[src/rtl/ws2812_pkg.sv]
// ============================================================================
// Module : ws2812_pkg
// Brief  : State encoding, default timing, LED count and colour byte offsets
//          shared by the WS2812 strip driver files.
// Rev    : 1.0  initial release
// ============================================================================
`default_nettype none

package ws2812_pkg;

  typedef enum logic [1:0] {
    ST_IDLE     = 2'd0,
    ST_BIT_HIGH = 2'd1,
    ST_BIT_LOW  = 2'd2,
    ST_LATCH    = 2'd3
  } state_t;

  localparam int unsigned c_N_LEDS_DEF  = 11;
  localparam int unsigned c_MAX_LEDS    = 11;
  localparam int unsigned c_BIT_CYC_DEF = 63;
  localparam int unsigned c_T0H_CYC_DEF = 20;
  localparam int unsigned c_T1H_CYC_DEF = 40;
  localparam int unsigned c_RES_CYC_DEF = 4000;
  localparam int unsigned c_COLOR_W     = 24;

  localparam int unsigned c_R_LSB = 16;
  localparam int unsigned c_G_LSB = 8;
  localparam int unsigned c_B_LSB = 0;

  // The strip expects G, R, B on the wire, MSB first.
  function automatic logic [23:0] grb_order(input logic [23:0] rgb);
    return {rgb[c_G_LSB +: 8], rgb[c_R_LSB +: 8], rgb[c_B_LSB +: 8]};
  endfunction

endpackage

`default_nettype wire

[src/rtl/ws2812_strip_driver_if.sv]
// ============================================================================
// Module : ws2812_strip_driver_if
// Brief  : Frame request, colour inputs and strip output of the WS2812 driver.
// Rev    : 1.0  initial release
// ============================================================================
`default_nettype none

interface ws2812_strip_driver_if;

  logic        start;
  logic [23:0] led0;
  logic [23:0] led1;
  logic [23:0] led2;
  logic [23:0] led3;
  logic [23:0] led4;
  logic [23:0] led5;
  logic [23:0] led6;
  logic [23:0] led7;
  logic [23:0] led8;
  logic [23:0] led9;
  logic [23:0] led10;
  logic        dout;
  logic        busy;
  logic        done;

  modport master (
    output start, led0, led1, led2, led3, led4, led5, led6, led7, led8, led9, led10,
    input  dout, busy, done
  );

  modport slave (
    input  start, led0, led1, led2, led3, led4, led5, led6, led7, led8, led9, led10,
    output dout, busy, done
  );

endinterface

`default_nettype wire

[src/rtl/ws2812_bit_encoder.sv]
// ============================================================================
// Module : ws2812_bit_encoder
// Brief  : Produces one WS2812 bit waveform (high T0H/T1H, low for the rest
//          of BIT_CYC) per go pulse; go may be re-issued on the bit_done cycle.
// Rev    : 1.0  initial release
// ============================================================================
`default_nettype none

module ws2812_bit_encoder #(
  parameter int unsigned BIT_CYC = 63,
  parameter int unsigned T0H_CYC = 20,
  parameter int unsigned T1H_CYC = 40
) (
  input  wire logic clock,
  input  wire logic reset_n,
  input  wire logic i_bit,
  input  wire logic i_go,
  output logic      o_dout,
  output logic      o_high_end,
  output logic      o_bit_done
);

  localparam int unsigned c_CW = $clog2(BIT_CYC + 1);

  logic [c_CW-1:0] r_cnt;
  logic [c_CW-1:0] r_high_last;
  logic            r_active;
  logic            r_dout;

  assign o_dout     = r_dout;
  assign o_high_end = r_active && r_dout && (r_cnt == r_high_last);
  assign o_bit_done = r_active && (r_cnt == c_CW'(BIT_CYC - 1));

  always_ff @(posedge clock or negedge reset_n) begin
    if (!reset_n) begin
      r_cnt       <= '0;
      r_high_last <= '0;
      r_active    <= 1'b0;
      r_dout      <= 1'b0;
    end else if (i_go) begin
      r_cnt       <= '0;
      r_high_last <= i_bit ? c_CW'(T1H_CYC - 1) : c_CW'(T0H_CYC - 1);
      r_active    <= 1'b1;
      r_dout      <= 1'b1;
    end else if (r_active) begin
      if (o_bit_done) begin
        r_active <= 1'b0;
      end else begin
        r_cnt <= r_cnt + c_CW'(1);
      end
      if (o_high_end) begin
        r_dout <= 1'b0;
      end
    end
  end

endmodule

`default_nettype wire

[src/rtl/ws2812_strip_driver.sv]
// ============================================================================
// Module : ws2812_strip_driver
// Brief  : Serialises a snapshot of N_LEDS colours to a WS2812 strip, then
//          holds the latch low time. Option macro: WS2812_AUTO_REFRESH_EN
//          (restart a fresh snapshot after every latch without a start pulse).
// Rev    : 1.0  initial release
// ============================================================================
`default_nettype none

module ws2812_strip_driver
  import ws2812_pkg::*;
#(
  parameter int unsigned N_LEDS  = c_N_LEDS_DEF,
  parameter int unsigned BIT_CYC = c_BIT_CYC_DEF,
  parameter int unsigned T0H_CYC = c_T0H_CYC_DEF,
  parameter int unsigned T1H_CYC = c_T1H_CYC_DEF,
  parameter int unsigned RES_CYC = c_RES_CYC_DEF
) (
  input  wire logic             clock,
  input  wire logic             reset_n,
  ws2812_strip_driver_if.slave  io_strip
);

  localparam int unsigned c_NBITS = N_LEDS * c_COLOR_W;
  localparam int unsigned c_BW    = $clog2(c_NBITS);
  localparam int unsigned c_LW    = $clog2(RES_CYC + 1);

  if (!(T0H_CYC > 0 && T0H_CYC < T1H_CYC && T1H_CYC < BIT_CYC)) begin : g_bad_timing
    $error("ws2812_strip_driver: need 0 < T0H_CYC < T1H_CYC < BIT_CYC");
  end
  if (N_LEDS < 1 || N_LEDS > c_MAX_LEDS || RES_CYC < 1) begin : g_bad_size
    $error("ws2812_strip_driver: N_LEDS must be 1..11 and RES_CYC >= 1");
  end

  state_t             r_state;
  logic [c_NBITS-1:0] r_frame;
  logic [c_BW-1:0]    r_bit_cnt;
  logic [c_LW-1:0]    r_lat_cnt;
  logic               r_busy;
  logic               r_done;

  logic [23:0]        w_led [c_MAX_LEDS];
  logic [c_NBITS-1:0] w_load_vec;
  logic               w_start_ok;
  logic               w_lat_end;
  logic               w_last_bit;
  logic               w_load;
  logic               w_next;
  logic               w_go;
  logic               w_go_bit;
  logic               w_enc_dout;
  logic               w_high_end;
  logic               w_bit_done;

  assign w_led[0]  = io_strip.led0;
  assign w_led[1]  = io_strip.led1;
  assign w_led[2]  = io_strip.led2;
  assign w_led[3]  = io_strip.led3;
  assign w_led[4]  = io_strip.led4;
  assign w_led[5]  = io_strip.led5;
  assign w_led[6]  = io_strip.led6;
  assign w_led[7]  = io_strip.led7;
  assign w_led[8]  = io_strip.led8;
  assign w_led[9]  = io_strip.led9;
  assign w_led[10] = io_strip.led10;

  // Frame laid out in wire order: MSB is LED0's green MSB, sent first.
  always_comb begin
    w_load_vec = '0;
    for (int i = 0; i < N_LEDS; i++) begin
      w_load_vec[(N_LEDS - 1 - i) * c_COLOR_W +: c_COLOR_W] = grb_order(w_led[i]);
    end
  end

  // A start seen on the done cycle is dropped as well, so no request queues.
  assign w_start_ok = (r_state == ST_IDLE) && io_strip.start && !r_done;
  assign w_lat_end  = (r_state == ST_LATCH) && (r_lat_cnt == c_LW'(RES_CYC - 1));
  assign w_last_bit = (r_bit_cnt == c_BW'(c_NBITS - 1));
`ifdef WS2812_AUTO_REFRESH_EN
  assign w_load     = w_start_ok || w_lat_end;
`else
  assign w_load     = w_start_ok;
`endif
  assign w_next     = (r_state == ST_BIT_LOW) && w_bit_done && !w_last_bit;
  assign w_go       = w_load || w_next;
  assign w_go_bit   = w_load ? w_load_vec[c_NBITS-1] : r_frame[c_NBITS-1];

  ws2812_bit_encoder #(
    .BIT_CYC (BIT_CYC),
    .T0H_CYC (T0H_CYC),
    .T1H_CYC (T1H_CYC)
  ) u_bit_encoder (
    .clock      (clock),
    .reset_n    (reset_n),
    .i_bit      (w_go_bit),
    .i_go       (w_go),
    .o_dout     (w_enc_dout),
    .o_high_end (w_high_end),
    .o_bit_done (w_bit_done)
  );

  // r_frame always holds the next bit to send in its MSB.
  always_ff @(posedge clock or negedge reset_n) begin
    if (!reset_n) begin
      r_state   <= ST_IDLE;
      r_frame   <= '0;
      r_bit_cnt <= '0;
      r_lat_cnt <= '0;
      r_busy    <= 1'b0;
      r_done    <= 1'b0;
    end else begin
      r_done <= 1'b0;
      case (r_state)
        ST_IDLE: begin
          if (w_load) begin
            r_frame   <= {w_load_vec[c_NBITS-2:0], 1'b0};
            r_bit_cnt <= '0;
            r_busy    <= 1'b1;
            r_state   <= ST_BIT_HIGH;
          end
        end
        ST_BIT_HIGH: begin
          if (w_high_end) begin
            r_state <= ST_BIT_LOW;
          end
        end
        ST_BIT_LOW: begin
          if (w_bit_done) begin
            if (w_last_bit) begin
              r_lat_cnt <= '0;
              r_state   <= ST_LATCH;
            end else begin
              r_frame   <= {r_frame[c_NBITS-2:0], 1'b0};
              r_bit_cnt <= r_bit_cnt + c_BW'(1);
              r_state   <= ST_BIT_HIGH;
            end
          end
        end
        ST_LATCH: begin
          if (w_lat_end) begin
            r_done <= 1'b1;
`ifdef WS2812_AUTO_REFRESH_EN
            r_frame   <= {w_load_vec[c_NBITS-2:0], 1'b0};
            r_bit_cnt <= '0;
            r_state   <= ST_BIT_HIGH;
`else
            r_busy  <= 1'b0;
            r_state <= ST_IDLE;
`endif
          end else begin
            r_lat_cnt <= r_lat_cnt + c_LW'(1);
          end
        end
        default: r_state <= ST_IDLE;
      endcase
    end
  end

  assign io_strip.dout = w_enc_dout;
  assign io_strip.busy = r_busy;
  assign io_strip.done = r_done;

endmodule

`default_nettype wire

[src/flat_wrapper.sv]
// flat-port wrapper written by rule: the top's interface ports become plain ports
module ws2812_strip_driver_flat import ws2812_pkg::*;
#(
  parameter int unsigned N_LEDS  = c_N_LEDS_DEF,
  parameter int unsigned BIT_CYC = c_BIT_CYC_DEF,
  parameter int unsigned T0H_CYC = c_T0H_CYC_DEF,
  parameter int unsigned T1H_CYC = c_T1H_CYC_DEF,
  parameter int unsigned RES_CYC = c_RES_CYC_DEF
)
  (clock, reset_n, io_strip_start, io_strip_led0, io_strip_led1, io_strip_led2, io_strip_led3, io_strip_led4, io_strip_led5, io_strip_led6, io_strip_led7, io_strip_led8, io_strip_led9, io_strip_led10, io_strip_dout, io_strip_busy, io_strip_done);
  ws2812_strip_driver_if io_strip_i ();
  input  wire logic clock;
  input  wire logic reset_n;
  input wire logic [$bits(io_strip_i.start)-1:0] io_strip_start;
  input wire logic [$bits(io_strip_i.led0)-1:0] io_strip_led0;
  input wire logic [$bits(io_strip_i.led1)-1:0] io_strip_led1;
  input wire logic [$bits(io_strip_i.led2)-1:0] io_strip_led2;
  input wire logic [$bits(io_strip_i.led3)-1:0] io_strip_led3;
  input wire logic [$bits(io_strip_i.led4)-1:0] io_strip_led4;
  input wire logic [$bits(io_strip_i.led5)-1:0] io_strip_led5;
  input wire logic [$bits(io_strip_i.led6)-1:0] io_strip_led6;
  input wire logic [$bits(io_strip_i.led7)-1:0] io_strip_led7;
  input wire logic [$bits(io_strip_i.led8)-1:0] io_strip_led8;
  input wire logic [$bits(io_strip_i.led9)-1:0] io_strip_led9;
  input wire logic [$bits(io_strip_i.led10)-1:0] io_strip_led10;
  output wire logic [$bits(io_strip_i.dout)-1:0] io_strip_dout;
  output wire logic [$bits(io_strip_i.busy)-1:0] io_strip_busy;
  output wire logic [$bits(io_strip_i.done)-1:0] io_strip_done;
  assign io_strip_i.start = io_strip_start;
  assign io_strip_i.led0 = io_strip_led0;
  assign io_strip_i.led1 = io_strip_led1;
  assign io_strip_i.led2 = io_strip_led2;
  assign io_strip_i.led3 = io_strip_led3;
  assign io_strip_i.led4 = io_strip_led4;
  assign io_strip_i.led5 = io_strip_led5;
  assign io_strip_i.led6 = io_strip_led6;
  assign io_strip_i.led7 = io_strip_led7;
  assign io_strip_i.led8 = io_strip_led8;
  assign io_strip_i.led9 = io_strip_led9;
  assign io_strip_i.led10 = io_strip_led10;
  assign io_strip_dout = io_strip_i.dout;
  assign io_strip_busy = io_strip_i.busy;
  assign io_strip_done = io_strip_i.done;
  ws2812_strip_driver #(.N_LEDS(N_LEDS), .BIT_CYC(BIT_CYC), .T0H_CYC(T0H_CYC), .T1H_CYC(T1H_CYC), .RES_CYC(RES_CYC)) u_core (.clock(clock), .reset_n(reset_n), .io_strip(io_strip_i));
endmodule
[config.mk]
export PLATFORM = sky130hd
export DESIGN_NAME = ws2812_strip_driver_flat
export DESIGN_NICKNAME = d
export VERILOG_FILES = /design/src/rtl/ws2812_pkg.sv /design/src/rtl/ws2812_strip_driver_if.sv /design/src/rtl/ws2812_bit_encoder.sv /design/src/rtl/ws2812_strip_driver.sv /design/src/flat_wrapper.sv
export SDC_FILE = /design/constraint.sdc
export NUM_CORES = 1
export LEC_CHECK = 0
export BUFFER_PORTS_ARGS = -buffer_cell sky130_fd_sc_hd__buf_2
export CAP_MARGIN = 10
export CORE_MARGIN = 2
export CORE_UTILIZATION = 40
export DETAILED_ROUTE_END_ITERATION = 7
export PLACE_DENSITY = 0.71
export SLEW_MARGIN = 0
export SYNTH_ARGS = -nofsm -noshare
export SYNTH_HDL_FRONTEND = slang
export SYNTH_HIERARCHICAL = 1
export SYNTH_SLANG_ARGS = --single-unit
[constraint.sdc]
create_clock -name clock -period 3.5 [get_ports clock]
set_input_delay 0.175 -clock clock [delete_from_list [all_inputs] [get_ports clock]]
set_output_delay 0.175 -clock clock [all_outputs]
set_load 0.02 [all_outputs]
# ---- Yosys cells after proc, flatten, opt, wreduce, memory -nomap -nowiden
# Cells that the tools add are included.
dict set report word_totals {
  elab_cells 85
  input_bits 267
  regBits 303
}
dict set report op_classes {
  eq_ne 15
  add_sub_neg 3
  n_reduce_logical 23
  mux 34
}
# op n
set op_table {}
lappend op_table {{$mux W264} 3}
lappend op_table {{$pmux W264 S2} 1}
lappend op_table {{$mux W12} 3}
lappend op_table {{$mux W9} 3}
lappend op_table {{$mux W6} 4}
lappend op_table {{$pmux W12 S2} 1}
lappend op_table {{$pmux W9 S2} 1}
lappend op_table {{$add A12 B1 Y12 const B} 1}
lappend op_table {{$eq A12 B12 Y1 const B} 1}
lappend op_table {{$reduce_and A4 Y1} 3}
lappend op_table {{$mux W1} 11}
lappend op_table {{$mux W2} 5}
lappend op_table {{$reduce_bool A2 Y1} 5}
lappend op_table {{$add A9 B1 Y9 const B} 1}
lappend op_table {{$eq A9 B9 Y1 const B} 1}
lappend op_table {{$logic_and A1 B1 Y1} 8}
lappend op_table {{$ne A2 B1 Y1 const B} 4}
lappend op_table {{$ne A2 B2 Y1 const B} 4}
lappend op_table {{$pmux W2 S4} 1}
lappend op_table {{$add A6 B1 Y6 const B} 1}
lappend op_table {{$eq A6 B6 Y1} 1}
lappend op_table {{$eq A6 B6 Y1 const B} 1}
lappend op_table {{$eq A2 B2 Y1 const B} 2}
lappend op_table {{$reduce_and A2 Y1} 2}
lappend op_table {{other kinds (6)} 7}

# ---- Depth between registers and ports, before layout
dict set report logic_depth {
  depth_word 7
  depth_mapped 13
}

# ---- Modules after synthesis
# The synthesis kept the hierarchy.
# mod instances seq_area_each_um2 area_each_um2 cells_per_inst
set modules_own_cells {}
lappend modules_own_cells {ws2812_strip_driver 1 7206.9 13755.7 1614}
lappend modules_own_cells {ws2812_bit_encoder 1 275.3 581.8 57}

# ---- Worst setup path before layout
# OpenSTA, ideal clock, no wires.
dict set report synth_timing {
  kind {reg-to-reg}
  startpoint {register u_core.u_bit_encoder.r_cnt[0]}
  endpoint {register u_core.u_bit_encoder.r_cnt[0]}
  path_stages_with_launch 14
  required_time_ns 3.375
  setup_time_ns 0.125
  arrival_ns 2.461
  setup_slack_ns 0.915
  n_path_buf 4
  path_cell_list {dfrtp_1 inv_1 ha_1 nand3_1 nor2b_1 nand3b_1 o21ba_1 buf_4 or2_1 buf_2 buf_2 clkbuf_1 nor2_1 mux2_2}
}
dict set report synth_between {
  elab_chain_cells 7
  word_cells_on_any_way 12
  classes_between {add/sub: 1; eq/ne: 2; mux: 3; reduce/logical: 6}
}
# item line
set synth_rtl {}
lappend synth_rtl {{start: declaration} ws2812_bit_encoder.sv:25} ;# logic [c_CW-1:0] r_cnt;
lappend synth_rtl {{start signal: assignment} ws2812_bit_encoder.sv:49} ;# r_cnt <= r_cnt + c_CW'(1);
lappend synth_rtl {{$eq A6 B6 Y1 *} ws2812_bit_encoder.sv:32} ;# assign o_bit_done = r_active && (r_cnt == c_CW'(BIT_CYC - 1));
lappend synth_rtl {{$logic_and A1 B1 Y1 *} ws2812_bit_encoder.sv:32}
lappend synth_rtl {{named net u_core.w_bit_done} ws2812_strip_driver.sv:53} ;# logic w_bit_done;
lappend synth_rtl {{$logic_and A1 B1 Y1 * (2 in series)} ws2812_strip_driver.sv:84} ;# assign w_next = (r_state == ST_BIT_LOW) && w_bit_done && !w_last_bit;
lappend synth_rtl {{$logic_or A1 B1 Y1 *} ws2812_strip_driver.sv:85} ;# assign w_go = w_load || w_next;
lappend synth_rtl {{named net u_core.w_go} ws2812_strip_driver.sv:49} ;# logic w_go;
lappend synth_rtl {{$ne A2 B2 Y1 (no source line) / $reduce_bool A2 Y1 (equally long branches)} -}
lappend synth_rtl {{$reduce_and A2 Y1 (no source line)} -}
# Mark *: on every way through the listed nets, which the timed path passes. The rest lies on a longest branch. The select of a mux whose other input is x is not followed.
# A chain may end at the register's enable or synchronous reset.

# ---- Final worst setup path
dict set report layout_timing {
  startpoint {register u_core.u_bit_encoder.r_cnt[0]}
  endpoint {register u_core.r_frame[36]}
}
dict set report layout_between {
  elab_chain_cells 4
}
# item line
set layout_rtl {}
lappend layout_rtl {{$eq A6 B6 Y1} ws2812_bit_encoder.sv:32}
lappend layout_rtl {{$logic_and A1 B1 Y1} ws2812_bit_encoder.sv:32}
lappend layout_rtl {{named net u_core.w_bit_done} ws2812_strip_driver.sv:53}
lappend layout_rtl {{$ne A2 B1 Y1 (no source line)} -}
lappend layout_rtl {{$reduce_and A4 Y1 (no source line)} -}
lappend layout_rtl {{end signal: assignment} ws2812_strip_driver.sv:116} ;# r_frame <= {w_load_vec[c_NBITS-2:0], 1'b0};
lappend layout_rtl {{end signal: assignment} ws2812_strip_driver.sv:133} ;# r_frame <= {r_frame[c_NBITS-2:0], 1'b0};
lappend layout_rtl {{end: declaration} ws2812_strip_driver.sv:36} ;# logic [c_NBITS-1:0] r_frame;
# The timed path passes the listed nets, and every way through them passes these cells.

==> metrics.txt <==
Slew @ Worst Pin=about 1.0 ns; Fin Clk Skew=0.0182 ns; WP data required=between 3 and 4 ns; vias in the first global route=approximately 15000; ys async rst share=100%; Final #Nets=2384; row cnt=69; leakage power=8.57 nW; global route overflow=0; Setup TNS=0 ns; power per cell area=between 700 and 800 nW/um^2; Inserted Clock Buffers=36; global-route wire length before repair=73.4 mm; drt via density=~5.6; post-synthesis sequential area ratio=52.2%; worst path buffer plus inverter count=3; hpwl dp=22.4 mm; Vias=about 15000; CP max FO=110; WL/cell=about 17 um; Max clock buf depth=3; status=completed; # Post-CTS Setup Buffers=0; DRT iter0 DRCs=between 1500 and 2000; final core utilization=55.7%; Die X=around 190 um; critical path cell sequence=inv_1, ha_1, nand3_1, nor2b_1, nand3b_1, o21ba_4, buf_12, buf_4, nor3_1, a31oi_1; Peak Freq=~0.34 GHz; clock latency on the worst-skew pair=between 0.5 and 0.6 ns; initial antenna violation count=2; Detail Route Antenna Nets=0; worst vdd ir=roughly 0.00041 V; clk slew on worst S/H paths=~0.06 ns; peak per-stage delay on the critical path=around 0.51 ns; total clock sinks=between 200 and 300; cell with the most instances after synthesis=nand2_1; CTS root buffer=clkbuf_16; Tot GR Track Use=a little under a quarter; grt met3 use=4.11%; drt pass-1 iters=6; Yosys reg bits=roughly 300; Max H-tree Level=2; Final setup viols=0; Slowest cell on crit path=buf_4; die area=between 30000 and 40000 um^2; share of post-route cells with drive strength above 1=approximately 18%; simple-gate share of the synthesized area=about a quarter; syn_area_per_cell=about 8.6 um^2; Commonest cells post-synth=nand2_1, dfrtp_1, nor3_1; cell family with most CP delay=buffers and inverters; drt total wl=roughly 44 mm; crit path time final=approximately 2.9 ns; compound-cell area share of the yosys netlist=between 10% and 20%; RSZ-0062 raised after global routing=false; crit share post-route=roughly 83%; mux share of post-synthesis cell area=about 1.2%; Mapped Cells=1671; Syn. warnings=6; Critical Path End Type=flop; Post-Syn Area=14300 um^2; XOR/XNOR Fraction of Synth Area=less than 1%; Startpoint Class=flop; I/O pins=270; main combinational cell family by area after synthesis=simple AND/OR/NAND/NOR gates; syn nets=between 1500 and 2000; Area growth syn-to-layout=37.5%; top cells by area, synth=dfrtp_1, nand2_1, a31oi_1; maxcap violations=0; # DRC=0; CTS tree=yes; largest net degree at the start of global routing=195; EDFF count, synth=0; DIE HEIGHT=approximately 190 um; global placer's final weighted congestion=approximately 0.8; core region area=~35000 um^2; worst hold path type=in2reg; busiest grt layer=met2; CP arrival=3.33 ns; Slew HR=30.1%; Main synth FF type=dfrtp_1; worst hold slack=approximately 0.23 ns; Adder-Cell Fraction of Synth Area=less than 1%; initial core utilization=approximately two fifths; Synth area leader=dfrtp_1; Power Total=14.2 mW; port bufs=around 270; GR Util met2=37.9%; critical path class=reg2reg; Synth top area share=approximately 52%; met1 GRT Util=30.5%; library cells used by synthesis=50; fin. max-slew vios=0; Final Hold Viols=0
==> area by class of cell <==
type | instances | area, um^2
multi-input cells | 1209 | 6060
clock buffers | 54 | 1090
repair buffers | 556 | 4310
inverters | 11 | 41.3
diodes | 2 | 5.00
flip-flops and latches | 299 | 7480
clock inverters | 11 | 150
fillers | 2968 | 15700
well taps | 461 | 577
==> what timing repair did <==
item | CTS | global route
hold endpoints to repair | 334 | 0
resized for setup | 0 | 0
hold buffers | 265 | 0
setup endpoints to repair | 0 | 0
==> per-layer routing <==
layer | up-vias | wire length, um | part of all wire (%)
met4 | 0 | 1710 | 3.9
met1 | 6916 | 18100 | 41
met5 | - | 0 | 0
li1 | 6754 | - | -
met2 | 697 | 21300 | 48
met3 | 160 | 2970 | 6.7
==> worst reg2reg max path, stage by stage, from the launching register on <==
cell      delay, ns
dfrtp_1        0.44
inv_1          0.10
ha_1           0.20
nand3_1        0.17
nor2b_1        0.19
nand3b_1       0.16
o21ba_4        0.29
buf_12         0.40
buf_4          0.52
nor3_1         0.12
a31oi_1        0.22
==> report_power, final <==
group / internal, mW / switching [mW] / total, mW / leakage (nW)
registers: 5.13 / 1.02 / 6.15 / 3.40
logic: 2.00 / 2.19 / 4.19 / 4.57
clock network: 2.38 / 1.46 / 3.84 / 0.605
==> registers in the layout (all words and copies together) (netlist names) <==
name and flops:
u_core/u_bit_encoder/r_active 1, u_core/u_bit_encoder/r_high_last 3, u_core/r_frame 263, u_core/io_strip.done 1
u_core/u_bit_encoder/o_dout 1, u_core/io_strip.busy 1, u_core/u_bit_encoder/r_cnt 6, u_core/r_state 2
u_core/r_bit_cnt 9, u_core/r_lat_cnt 12
==> per-stage QoR <==
| step | cell area, um^2 | instances | worst slack (ns) |
|---|---|---|---|
| after floorplan | 14300 | 1671 | 0.915 |
| after global placement | 15800 | 2271 | 0.812 |
| after detailed placement | 15800 | 2271 | 0.684 |
| after CTS | 19700 | 2601 | 0.620 |
| after global routing | 19700 | 2602 | 0.399 |
| final | 19700 | 2603 | 0.595 |
==> logic make-up (layout without fill, tap and decap cells) <==
family | after synthesis | in the layout
mux | 16 | 16
flops | 299 | 299
xor+xnor | 2 | 2
other cells | 0 | 2
simple gates | 877 | 877
compound gates | 310 | 310
buf+inv | 163 | 632
fa+ha+maj | 4 | 4
==> cells in the final DEF, fill, tap and decap left out, drive strengths merged, types with 4 or more instances in the layout <==
| cell | synthesis | final |
|---|---|---|
| a31oi | 269 | 269 |
| dlygate4sd3 | 0 | 265 |
| clkinv | 0 | 6 |
| dfrtp | 299 | 299 |
| mux2 | 8 | 8 |
| nand4 | 5 | 5 |
| mux2i | 8 | 8 |
| nand3 | 10 | 10 |
| and3 | 7 | 7 |
| ha | 4 | 4 |
| clkbuf | 110 | 54 |
| inv | 11 | 11 |
| nand2 | 542 | 542 |
| or3 | 4 | 4 |
| nor2b | 7 | 7 |
| a21oi | 13 | 13 |
| buf | 42 | 291 |
| nor3 | 268 | 268 |
| o21ai | 8 | 8 |
| nor2 | 14 | 14 |
| and4 | 4 | 4 |
==> final timing paths <==
path | startpoint | to | slack, ns | cells past startpoint
setup reg to reg | u_core/u_bit_encoder/r_cnt[0] | u_core/r_frame[36] | 0.59 | 10
hold / removal | io_strip_start | u_core/r_state[0] | 0.23 | 4
max in group asynchronous | reset_n | u_core/r_frame[129] | 2.35 | 3
min in group asynchronous | reset_n | u_core/r_lat_cnt[10] | 0.26 | 2
hold reg to reg | u_core/u_bit_encoder/r_high_last[1] | u_core/u_bit_encoder/r_high_last[1] | 0.49 | 1
setup / recovery | u_core/u_bit_encoder/r_cnt[0] | u_core/r_frame[36] | 0.59 | 10
(Power assumes the default switching activity.)
